===== src/rtl/rom_dl_router.sv =====
// rom_dl_router
// Routes the HPS ioctl ROM download byte stream onto up to four SDRAM write
// ports that use toggle req/ack handshakes. Each accepted byte is matched
// against per-port address regions (lowest port wins), translated into the
// port's word address / byte strobes / duplicated data (linear or
// lane-interleaved), buffered in a small FIFO and issued strictly in order.
// Also produces dl_wait back-pressure, the rom_loaded flag, a sticky
// overflow flag and the stretched core reset.
//
// Ports:
//   clk_sys, reset_n          clock, asynchronous active-low reset
//   dl_active/wr/addr/data/index  ioctl download stream in
//   dl_wait                   back-pressure to the HPS
//   user_reset                OSD/button reset request
//   port_req/ack              per-port toggle handshake
//   port_a/ds/d               per-port word address, {hi,lo} strobes, data
//   rom_loaded, core_reset, overflow  status outputs
//   dl_sum                    16-bit wrapping sum of accepted bytes
//                             (present only with ROM_DL_CHECKSUM_EN defined)
//
// Optional feature macro: ROM_DL_CHECKSUM_EN
module rom_dl_router #(
    parameter int          NUM_PORTS   = 2,
    parameter logic [99:0] REGION_BASE = {4{25'h0}},
    parameter logic [99:0] REGION_SIZE = {4{25'h0}},
    parameter logic [3:0]  PORT_MODE   = 4'b0000,
    parameter int          ILV_BIT     = 14,
    parameter int          FIFO_DEPTH  = 4,
    parameter logic [7:0]  ROM_INDEX   = 8'd0,
    parameter logic [15:0] RESET_HOLD  = 16'hFFFF
) (
    input  logic                    clk_sys,
    input  logic                    reset_n,
    input  logic                    dl_active,
    input  logic                    dl_wr,
    input  logic [24:0]             dl_addr,
    input  logic [7:0]              dl_data,
    input  logic [7:0]              dl_index,
    output logic                    dl_wait,
    input  logic                    user_reset,
    output logic [NUM_PORTS-1:0]    port_req,
    input  logic [NUM_PORTS-1:0]    port_ack,
    output logic [NUM_PORTS*23-1:0] port_a,
    output logic [NUM_PORTS*2-1:0]  port_ds,
    output logic [NUM_PORTS*16-1:0] port_d,
    output logic                    rom_loaded,
    output logic                    core_reset,
`ifdef ROM_DL_CHECKSUM_EN
    output logic [15:0]             dl_sum,
`endif
    output logic                    overflow
);

    localparam int AW = $clog2(FIFO_DEPTH);
    localparam int CW = AW + 1;
    localparam logic [CW-1:0] FULL_LVL = CW'(FIFO_DEPTH);
    localparam logic [CW-1:0] WAIT_LVL = CW'(FIFO_DEPTH - 1);

    typedef struct packed {
        logic [1:0]  port;
        logic [22:0] a;
        logic [1:0]  ds;
        logic [7:0]  data;
    } entry_t;

    typedef enum logic [0:0] {ST_IDLE = 1'b0, ST_CHECK = 1'b1} state_t;

    // capture / control registers
    logic        dl_wr_q, dl_active_q, dl_match_q, done_pend_q;
    logic        stg_valid_q;
    entry_t      stg_q;
    logic        rom_loaded_q, overflow_q, core_reset_q;
    logic [15:0] rst_cnt_q, rst_cnt_d;

    // FIFO / issue registers
    state_t                  state_q;
    entry_t                  fifo_q [FIFO_DEPTH];
    logic [AW-1:0]           wr_ptr_q, rd_ptr_q;
    logic [CW-1:0]           count_q, count_d;
    logic                    dl_wait_q;
    logic [NUM_PORTS-1:0]    port_req_q;
    logic [NUM_PORTS*23-1:0] port_a_q;
    logic [NUM_PORTS*2-1:0]  port_ds_q;
    logic [NUM_PORTS*16-1:0] port_d_q;

    // combinational helpers
    logic        idx_ok_s, wr_rise_s, start_s, end_s, drained_s;
    logic        hit_s, head_idle_s, pop_s, full_s, push_ok_s, drop_s;
    logic [24:0] base_s, size_s, off_s;
    entry_t      dec_s, head_s;

    assign idx_ok_s  = (dl_index == ROM_INDEX);
    assign wr_rise_s = dl_wr && !dl_wr_q && dl_active && idx_ok_s;
    assign start_s   = dl_active && !dl_active_q && idx_ok_s;
    assign end_s     = !dl_active && dl_active_q && dl_match_q;
    assign head_s    = fifo_q[rd_ptr_q];
    assign full_s    = (count_q == FULL_LVL);
    assign pop_s     = (state_q == ST_CHECK) && head_idle_s;
    assign drained_s = (count_q == '0) && !stg_valid_q && (port_req_q == port_ack);

    // Region decode; walk ports downward so the lowest matching port is written last and wins.
    always_comb begin
        hit_s  = 1'b0;
        dec_s  = '0;
        base_s = 25'd0;
        size_s = 25'd0;
        off_s  = 25'd0;
        for (int p = NUM_PORTS - 1; p >= 0; p--) begin
            base_s = REGION_BASE[25*p +: 25];
            size_s = REGION_SIZE[25*p +: 25];
            off_s  = dl_addr - base_s;
            // off < size (rather than addr < base+size) avoids a 25-bit wrap at the top of the map
            if ((size_s != 25'd0) && (dl_addr >= base_s) && (off_s < size_s)) begin
                hit_s      = 1'b1;
                dec_s.port = 2'(p);
                dec_s.data = dl_data;
                if (PORT_MODE[p]) begin
                    dec_s.ds = {off_s[ILV_BIT], ~off_s[ILV_BIT]};
                    dec_s.a  = {off_s[23:ILV_BIT+1], off_s[ILV_BIT-1:0]};
                end else begin
                    dec_s.ds = {off_s[0], ~off_s[0]};
                    dec_s.a  = off_s[23:1];
                end
            end else begin
                hit_s = hit_s;
            end
        end
    end

    // Head-of-queue port is free when its req and ack toggles agree.
    always_comb begin
        head_idle_s = 1'b0;
        for (int p = 0; p < NUM_PORTS; p++) begin
            head_idle_s = head_idle_s | ((head_s.port == 2'(p)) && (port_req_q[p] == port_ack[p]));
        end
    end

    // FIFO occupancy; a push into a full FIFO survives only when a pop happens in the same cycle.
    always_comb begin
        push_ok_s = stg_valid_q && (!full_s || pop_s);
        drop_s    = stg_valid_q && full_s && !pop_s;
        case ({push_ok_s, pop_s})
            2'b10:   count_d = count_q + CW'(1);
            2'b01:   count_d = count_q - CW'(1);
            default: count_d = count_q;
        endcase
    end

    // Core reset counter: held at RESET_HOLD until a ROM is loaded and no user reset is requested.
    always_comb begin
        if (user_reset || !rom_loaded_q) begin
            rst_cnt_d = RESET_HOLD;
        end else if (rst_cnt_q != 16'd0) begin
            rst_cnt_d = rst_cnt_q - 16'd1;
        end else begin
            rst_cnt_d = rst_cnt_q;
        end
    end

    // Download capture, staging register, load/overflow status and reset stretch.
    always_ff @(posedge clk_sys or negedge reset_n) begin
        if (!reset_n) begin
            dl_wr_q      <= 1'b0;
            dl_active_q  <= 1'b0;
            dl_match_q   <= 1'b0;
            done_pend_q  <= 1'b0;
            stg_valid_q  <= 1'b0;
            stg_q        <= '0;
            rom_loaded_q <= 1'b0;
            overflow_q   <= 1'b0;
            rst_cnt_q    <= RESET_HOLD;
            core_reset_q <= 1'b1;
        end else begin
            dl_wr_q      <= dl_wr;
            dl_active_q  <= dl_active;
            stg_valid_q  <= wr_rise_s && hit_s;
            stg_q        <= dec_s;
            rst_cnt_q    <= rst_cnt_d;
            core_reset_q <= (rst_cnt_d != 16'd0);
            if (start_s) begin
                dl_match_q   <= 1'b1;
                done_pend_q  <= 1'b0;
                rom_loaded_q <= 1'b0;
                overflow_q   <= 1'b0;
            end else begin
                if (end_s) begin
                    dl_match_q  <= 1'b0;
                    done_pend_q <= 1'b1;
                end else if (done_pend_q && drained_s) begin
                    done_pend_q  <= 1'b0;
                    rom_loaded_q <= 1'b1;
                end else begin
                    done_pend_q <= done_pend_q;
                end
                if (drop_s) begin
                    overflow_q <= 1'b1;
                end else begin
                    overflow_q <= overflow_q;
                end
            end
        end
    end

    // Write buffer plus in-order issue FSM; a busy head blocks everything behind it.
    always_ff @(posedge clk_sys or negedge reset_n) begin
        if (!reset_n) begin
            state_q    <= ST_IDLE;
            wr_ptr_q   <= '0;
            rd_ptr_q   <= '0;
            count_q    <= '0;
            dl_wait_q  <= 1'b0;
            port_req_q <= '0;
            port_a_q   <= '0;
            port_ds_q  <= '0;
            port_d_q   <= '0;
            for (int i = 0; i < FIFO_DEPTH; i++) begin
                fifo_q[i] <= '0;
            end
        end else begin
            count_q   <= count_d;
            dl_wait_q <= (count_d >= WAIT_LVL);
            if (push_ok_s) begin
                fifo_q[wr_ptr_q] <= stg_q;
                wr_ptr_q         <= wr_ptr_q + AW'(1);
            end
            case (state_q)
                ST_IDLE: begin
                    if (count_q != '0) begin
                        state_q <= ST_CHECK;
                    end
                end
                ST_CHECK: begin
                    if (pop_s) begin
                        for (int p = 0; p < NUM_PORTS; p++) begin
                            if (head_s.port == 2'(p)) begin
                                port_a_q[23*p +: 23] <= head_s.a;
                                port_ds_q[2*p +: 2]  <= head_s.ds;
                                port_d_q[16*p +: 16] <= {head_s.data, head_s.data};
                                port_req_q[p]        <= ~port_req_q[p];
                            end
                        end
                        rd_ptr_q <= rd_ptr_q + AW'(1);
                        state_q  <= ST_IDLE;
                    end
                end
                default: state_q <= ST_IDLE;
            endcase
        end
    end

`ifdef ROM_DL_CHECKSUM_EN
    logic [15:0] sum_q;

    // Running byte sum of region-matched download bytes, frozen once the image is loaded.
    always_ff @(posedge clk_sys or negedge reset_n) begin
        if (!reset_n) begin
            sum_q <= 16'd0;
        end else if (start_s) begin
            sum_q <= 16'd0;
        end else if (wr_rise_s && hit_s && !rom_loaded_q) begin
            sum_q <= sum_q + {8'd0, dl_data};
        end else begin
            sum_q <= sum_q;
        end
    end

    assign dl_sum = sum_q;
`endif

    assign dl_wait    = dl_wait_q;
    assign port_req   = port_req_q;
    assign port_a     = port_a_q;
    assign port_ds    = port_ds_q;
    assign port_d     = port_d_q;
    assign rom_loaded = rom_loaded_q;
    assign core_reset = core_reset_q;
    assign overflow   = overflow_q;

endmodule


===== config.mk =====
export PLATFORM = sky130hd
export DESIGN_NAME = rom_dl_router
export DESIGN_NICKNAME = d
export VERILOG_FILES = /design/src/rtl/rom_dl_router.sv
export SDC_FILE = /design/constraint.sdc
export NUM_CORES = 1
export LEC_CHECK = 0
export BUFFER_PORTS_ARGS = -buffer_cell sky130_fd_sc_hd__buf_2
export CORE_MARGIN = 2
export CORE_UTILIZATION = 40
export CTS_BUF_LIST = sky130_fd_sc_hd__clkbuf_2 sky130_fd_sc_hd__clkbuf_4 sky130_fd_sc_hd__clkbuf_8
export CTS_CLUSTER_SIZE = 10
export DETAILED_ROUTE_END_ITERATION = 16
export PLACE_DENSITY_LB_ADDON = 0.2
export SLEW_MARGIN = 15
export SYNTH_ARGS = -nofsm -noshare
export SYNTH_HDL_FRONTEND = slang
export SYNTH_SLANG_ARGS = --single-unit

===== constraint.sdc =====
create_clock -name clk_sys -period 2.1 [get_ports clk_sys]
set_input_delay 0.42 -clock clk_sys [delete_from_list [all_inputs] [get_ports clk_sys]]
set_output_delay 0.42 -clock clk_sys [all_outputs]
set_load 0.02 [all_outputs]

* Word level (Yosys, flattened, before mapping)
Index checks and enable logic that the tools add are counted.
Storage, ports and cells: flip-flop bits (word level) 113, latch bits 0, RAM bits 0, ROM bits 0, input bits 48, output and inout bits 88, word-level logic and storage cells 78, memories kept 0
Operators by class: add/sub/neg operators 3, $mul 0, divide/modulo/power cells 0, $lt $le $gt $ge 2, eq/ne operators 5, shift-type cells 0, muxes and demuxes 18, bitwise logic cells 5, reductions and logical operators 26
Operators by type and width (number):
- $bmux W35 S2 | 1
- $mux W35 | 2
- $mux W16 | 2
- $reduce_bool A16 Y1 | 2
- $sub A16 B1 Y16 const B | 1
- $mux W1 | 11
- $logic_and A1 B1 Y1 | 9
- $logic_not A8 Y1 | 1
- $reduce_and A3 Y1 | 2
- $reduce_bool A3 Y1 | 2
- $reduce_and A2 Y1 | 2
- $reduce_bool A2 Y1 | 2
- $ge A3 B2 Y1 const B | 1
- $ge A3 B3 Y1 const B | 1
- $logic_not A1 Y1 | 3
- $logic_not A3 Y1 | 1
- $mux W3 | 1
- $not A1 Y1 | 3
- $not A2 Y3 | 1
- $sub A3 B1 Y3 const B | 1
- $add A2 B1 Y2 const B | 1
- $eq A1 B1 Y1 | 2
- $eq A2 B1 Y1 const B | 1
- $eq A2 B2 Y1 | 1
- other kinds (5) | 5

* Longest topological paths before layout
depth in word-level cells 10, mapped depth 9

* Least setup slack after synthesis
OpenSTA, ideal clock, no wires.
path kind reg2reg, from register rst_cnt_q[0], to register core_reset_q (netlist: core_reset), library setup time 0.090 ns, arrival time 1.943 ns, required time 2.010 ns, path slack 0.067 ns, cell stages (with the launch flop) 9, buffers on the path 1, period minus slack after synthesis 2.033 ns, path through dfstp_2 > inv_1 > ha_1 > or3b_1 > clkbuf_1 > a211oi_1 > o32a_1 > nor4_2 > nand3_1
On the way: cells in the longest elaborated chain, start to end 4
Ends and longest elaborated chain:
- start: declaration | RTL line 73 | logic [15:0] rst_cnt_q, rst_cnt_d;
- start signal: assignment | RTL line 178 | rst_cnt_q <= rst_cnt_d;
- $sub A16 B1 Y16 or $reduce_bool A16 Y1 (tied branches) | RTL line 154, 153
- $mux W16 (*) | RTL line 153 | end else if (rst_cnt_q != 16'd0) begin
- $mux W16 (*) | RTL line 151 | if (user_reset || !rom_loaded_q) begin
- $reduce_bool A16 Y1 (*) | RTL line 179 | core_reset_q <= (rst_cnt_d != 16'd0);
- end signal: assignment | RTL line 179
- end: declaration | RTL line 72 | logic rom_loaded_q, overflow_q, core_reset_q;
Every way passes the cells marked *; elsewhere a longest branch is shown, timed or not. A chain may end at the register's enable or synchronous reset.

* Worst setup path after layout
Ends and elaborated chain as after synthesis.

==> impl_metrics.csv <==
group,metric,value,unit
timing,fmax,476.4,MHz
global_routing,grt_pass1_vias,1264,
detailed_routing,vias,1434,
timing,period_minus_slack,2.099,ns
finish,layout_commonest_cell,"conb_1",
synthesis,synthCells,239,
floorplan,core-area,5172,um^2
setup_path,worstSetupStartpoint,"rst_cnt_q[0]",
synthesis,yosysWarnings,0,
global_routing,grt_overflow,0,
placement,portBuffers,17,
detailed_routing,firstDrtPassIters,4,
detailed_routing,vias_per_cell,4.205,
finish,reg_top3,"rst_cnt_q x16, count_q x3",
finish,final_cell_mix,"conb_1 (84), nand2_1 (20), dfstp_2 (17), buf_2 (17), buf_4 (16)",
timing,period_share,99.95,%
clock_network,cts_tree,"built",
clock_network,clockRootBuffer,"clkbuf_8",
setup_path,critPathRequiredTime,2.30,ns
detailed_routing,detail-route-antenna-nets,0,
timing,setup_viol,0,
floorplan,die_w,77.88,um
floorplan,rows,26,
placement,dpl.hpwl,2666,um
synthesis,synth-async-reset-ratio,100.0,%
detailed_routing,wl_met1,1513,um
synthesis,synth-edff-count,0,
floorplan,start_util,42.21,%
timing,fin_skew,0.007836,ns
detailed_routing,top_layer,"met4",
global_routing,antenna_found_initial,0,
timing,slew_violations,0,
setup_path,critPathKind,"reg -> reg",
clock_network,clkTransAtPathRegs,0.10,ns
setup_path,r2r_start,"rst_cnt_q[0]",
min_path,hp-class,"in -> async",
setup_path,start_kind,"flip-flop",
power_and_ir_drop,p_switching,0.3840,mW
power_and_ir_drop,p_seq_share,49.5,%
global_routing,grt_util_all_layers,11.34,%
timing,maxSlewHeadroom,60.59,%
clock_network,cts_sinks,27,
synthesis,ys.flop_type,"dfstp_2",
synthesis,synth_cell_types,43,
power_and_ir_drop,p_leak,1.078,nW
power_and_ir_drop,p_int,0.7153,mW
power_and_ir_drop,finalPower,1.099,mW
finish,drive_gt1_share,26.94,%
setup_path,arrival,2.30,ns
clock_network,cts_buffer_depth,2,
detailed_routing,wl_met2,1687,um
floorplan,dieHeight,77.88,um
clock_network,htree_num_levels,1,
synthesis,ys_ff_latch,27,
finish,utilization,42.72,%
clock_network,numCtsBuffers,3,
placement,place_congestion,0.7266,
synthesis,syn_avg_cell_area,9.135,um^2
clock_network,clock_latency,0.28,ns
timing,rsz0062_at_grt,"true",
setup_path,critPathMaxFanout,5,
detailed_routing,drt_iter0_markers,33,
finish,fillers,524,
finish,largest_register_ffs,16,
power_and_ir_drop,power_density,497.5,nW/um^2
synthesis,seq_area_frac_synth,31.92,%
power_and_ir_drop,vdd_drop_max,0.3980,mV
finish,nets,324,
finish,area_growth,1.203,%
floorplan,die_area,6065,um^2
floorplan,io_pins,136,
detailed_routing,routed-wl-met3,216,um
setup_path,crit_path_end_kind,"flip-flop",
outcome,status,"completed",
synthesis,synth_area,2183,um^2
power_and_ir_drop,power_frac_comb,21.4,%
global_routing,grt_max_degree,28,
detailed_routing,avgRoutedWirePerCell,10.09,um
finish,top_register,"rst_cnt_q",
finish,antenna_cells,0,
detailed_routing,wl,3441,um
run,cap_viol_max_count,0,
timing,tightest_slew,0.5912,ns
timing,hold_viol_final,0,
detailed_routing,drc_errors,0,
power_and_ir_drop,p_clk_share,29.1,%
power_and_ir_drop,switching_share,34.93,%
global_routing,grt_pass1_wl,5547,um
[through the flow]
step / setup TNS, ns / instance area, um^2 / std cells / hold WS [ns] / worst slack, ns
finish: 0 / 2210 / 341 / 0.1215 / 0.001076
global route: -0.1058 / 2210 / 341 / 0.1661 / -0.1058
CTS: -0.02849 / 2183 / 340 / 0.1527 / -0.02849
detailed placement: -0.01591 / 2131 / 336 / 0.4663 / -0.01591
global placement: -0.02075 / 2131 / 336 / 0.4638 / -0.02075
floorplan: 0 / 2495 / 322 / 0.1244 / 0.06712
[critical path, stage by stage, from the launching register on]
cell	delay, ns
dfstp_2	0.54
inv_1	0.06
ha_1	0.21
nor4b_4	0.14
and2_4	0.18
or2_2	0.31
o32a_1	0.20
nor4_4	0.26
nand3_1	0.11
[final timing paths]
kind / end / slack (ns) / cells after the start
worst max-delay path: core_reset / 0.001 / 8
worst min register to register: done_pend_q / 0.52 / 2
worst min-delay path: dl_wait / 0.12 / 1
max in group asynchronous: rst_cnt_q[12] / 1.58 / 1
worst max register to register: core_reset / 0.001 / 8
min in group clk_sys: dl_active_q / 0.27 / 1
[synthesized netlist by cell type, types with 2 or more instances]
| cell | instances | share of area, % |
|---|---|---|
| a21oi_1 | 3 | 0.69 |
| a31oi_1 | 4 | 1.1 |
| and3_2 | 2 | 0.69 |
| buf_4 | 85 | 29 |
| clkbuf_1 | 3 | 0.52 |
| dfrtp_1 | 10 | 11 |
| dfstp_2 | 17 | 20 |
| ha_1 | 4 | 2.3 |
| inv_1 | 10 | 1.7 |
| nand2_1 | 20 | 3.4 |
| nand2b_1 | 2 | 0.57 |
| nand3_1 | 12 | 2.8 |
| nand3b_1 | 3 | 1.0 |
| nor2_1 | 4 | 0.69 |
| nor2b_1 | 2 | 0.57 |
| nor3_1 | 5 | 1.1 |
| nor3b_1 | 3 | 1.0 |
| nor4_1 | 3 | 0.86 |
| nor4_2 | 4 | 2.3 |
| nor4_4 | 2 | 1.9 |
| nor4b_1 | 2 | 0.80 |
| o21ai_0 | 6 | 1.4 |
| o21ai_1 | 3 | 0.69 |
| or2_2 | 2 | 0.57 |
| or3b_1 | 2 | 0.80 |
| or4_4 | 2 | 1.0 |
| xnor2_1 | 6 | 2.4 |
| xor2_1 | 3 | 1.2 |
[logic make-up after synthesis]
group           count (synthesis)  synth area share [%]
compound gates                 23                 6.705
simple gates                   76                 23.38
fa+ha+maj                       4                 2.292
flops                          27                 31.92
xor+xnor                        9                 3.611
mux                             1                0.4585
buf+inv                        98                 31.46
other cells                     1                0.1718
[final cells by class]
cell class	count	area (um^2)	share of cell area (%)
flip-flops and latches	27	696.9	31.54
clock inverters	1	8.758	0.3964
well taps	70	87.58	3.964
clock buffers	3	41.29	1.869
inverters	10	37.54	1.699
repair buffers	33	205.2	9.287
multi-input cells	197	1132	51.25
[per-layer routing]
layer,GRT usage [%],up-vias
li1,-,708
met1,14.62,662
met2,19.05,59
met3,2.791,5
met4,2.679,0
met5,0,-
[timing repair]
action / 4_1_cts / 5_1_grt
resized for setup: 1 / 4
hold buffers: 0 / 0
pin swaps: 0 / 2
setup buffers: 0 / 1
hold endpoints to repair: 0 / 0
setup endpoints to repair: 1 / 1
[power by group through the flow]
| stage | sequential [mW] | clock, mW | combinational (mW) |
|---|---|---|---|
| after floorplan | 0.564 | 0 | 0.295 |
| after global placement | 0.553 | 0 | 0.234 |
| after detailed placement | 0.552 | 0 | 0.235 |
| after CTS | 0.544 | 0.334 | 0.235 |
| after global routing | 0.545 | 0.356 | 0.257 |
| final | 0.544 | 0.320 | 0.236 |
No activity file was read; power rests on OpenSTA's default activity.
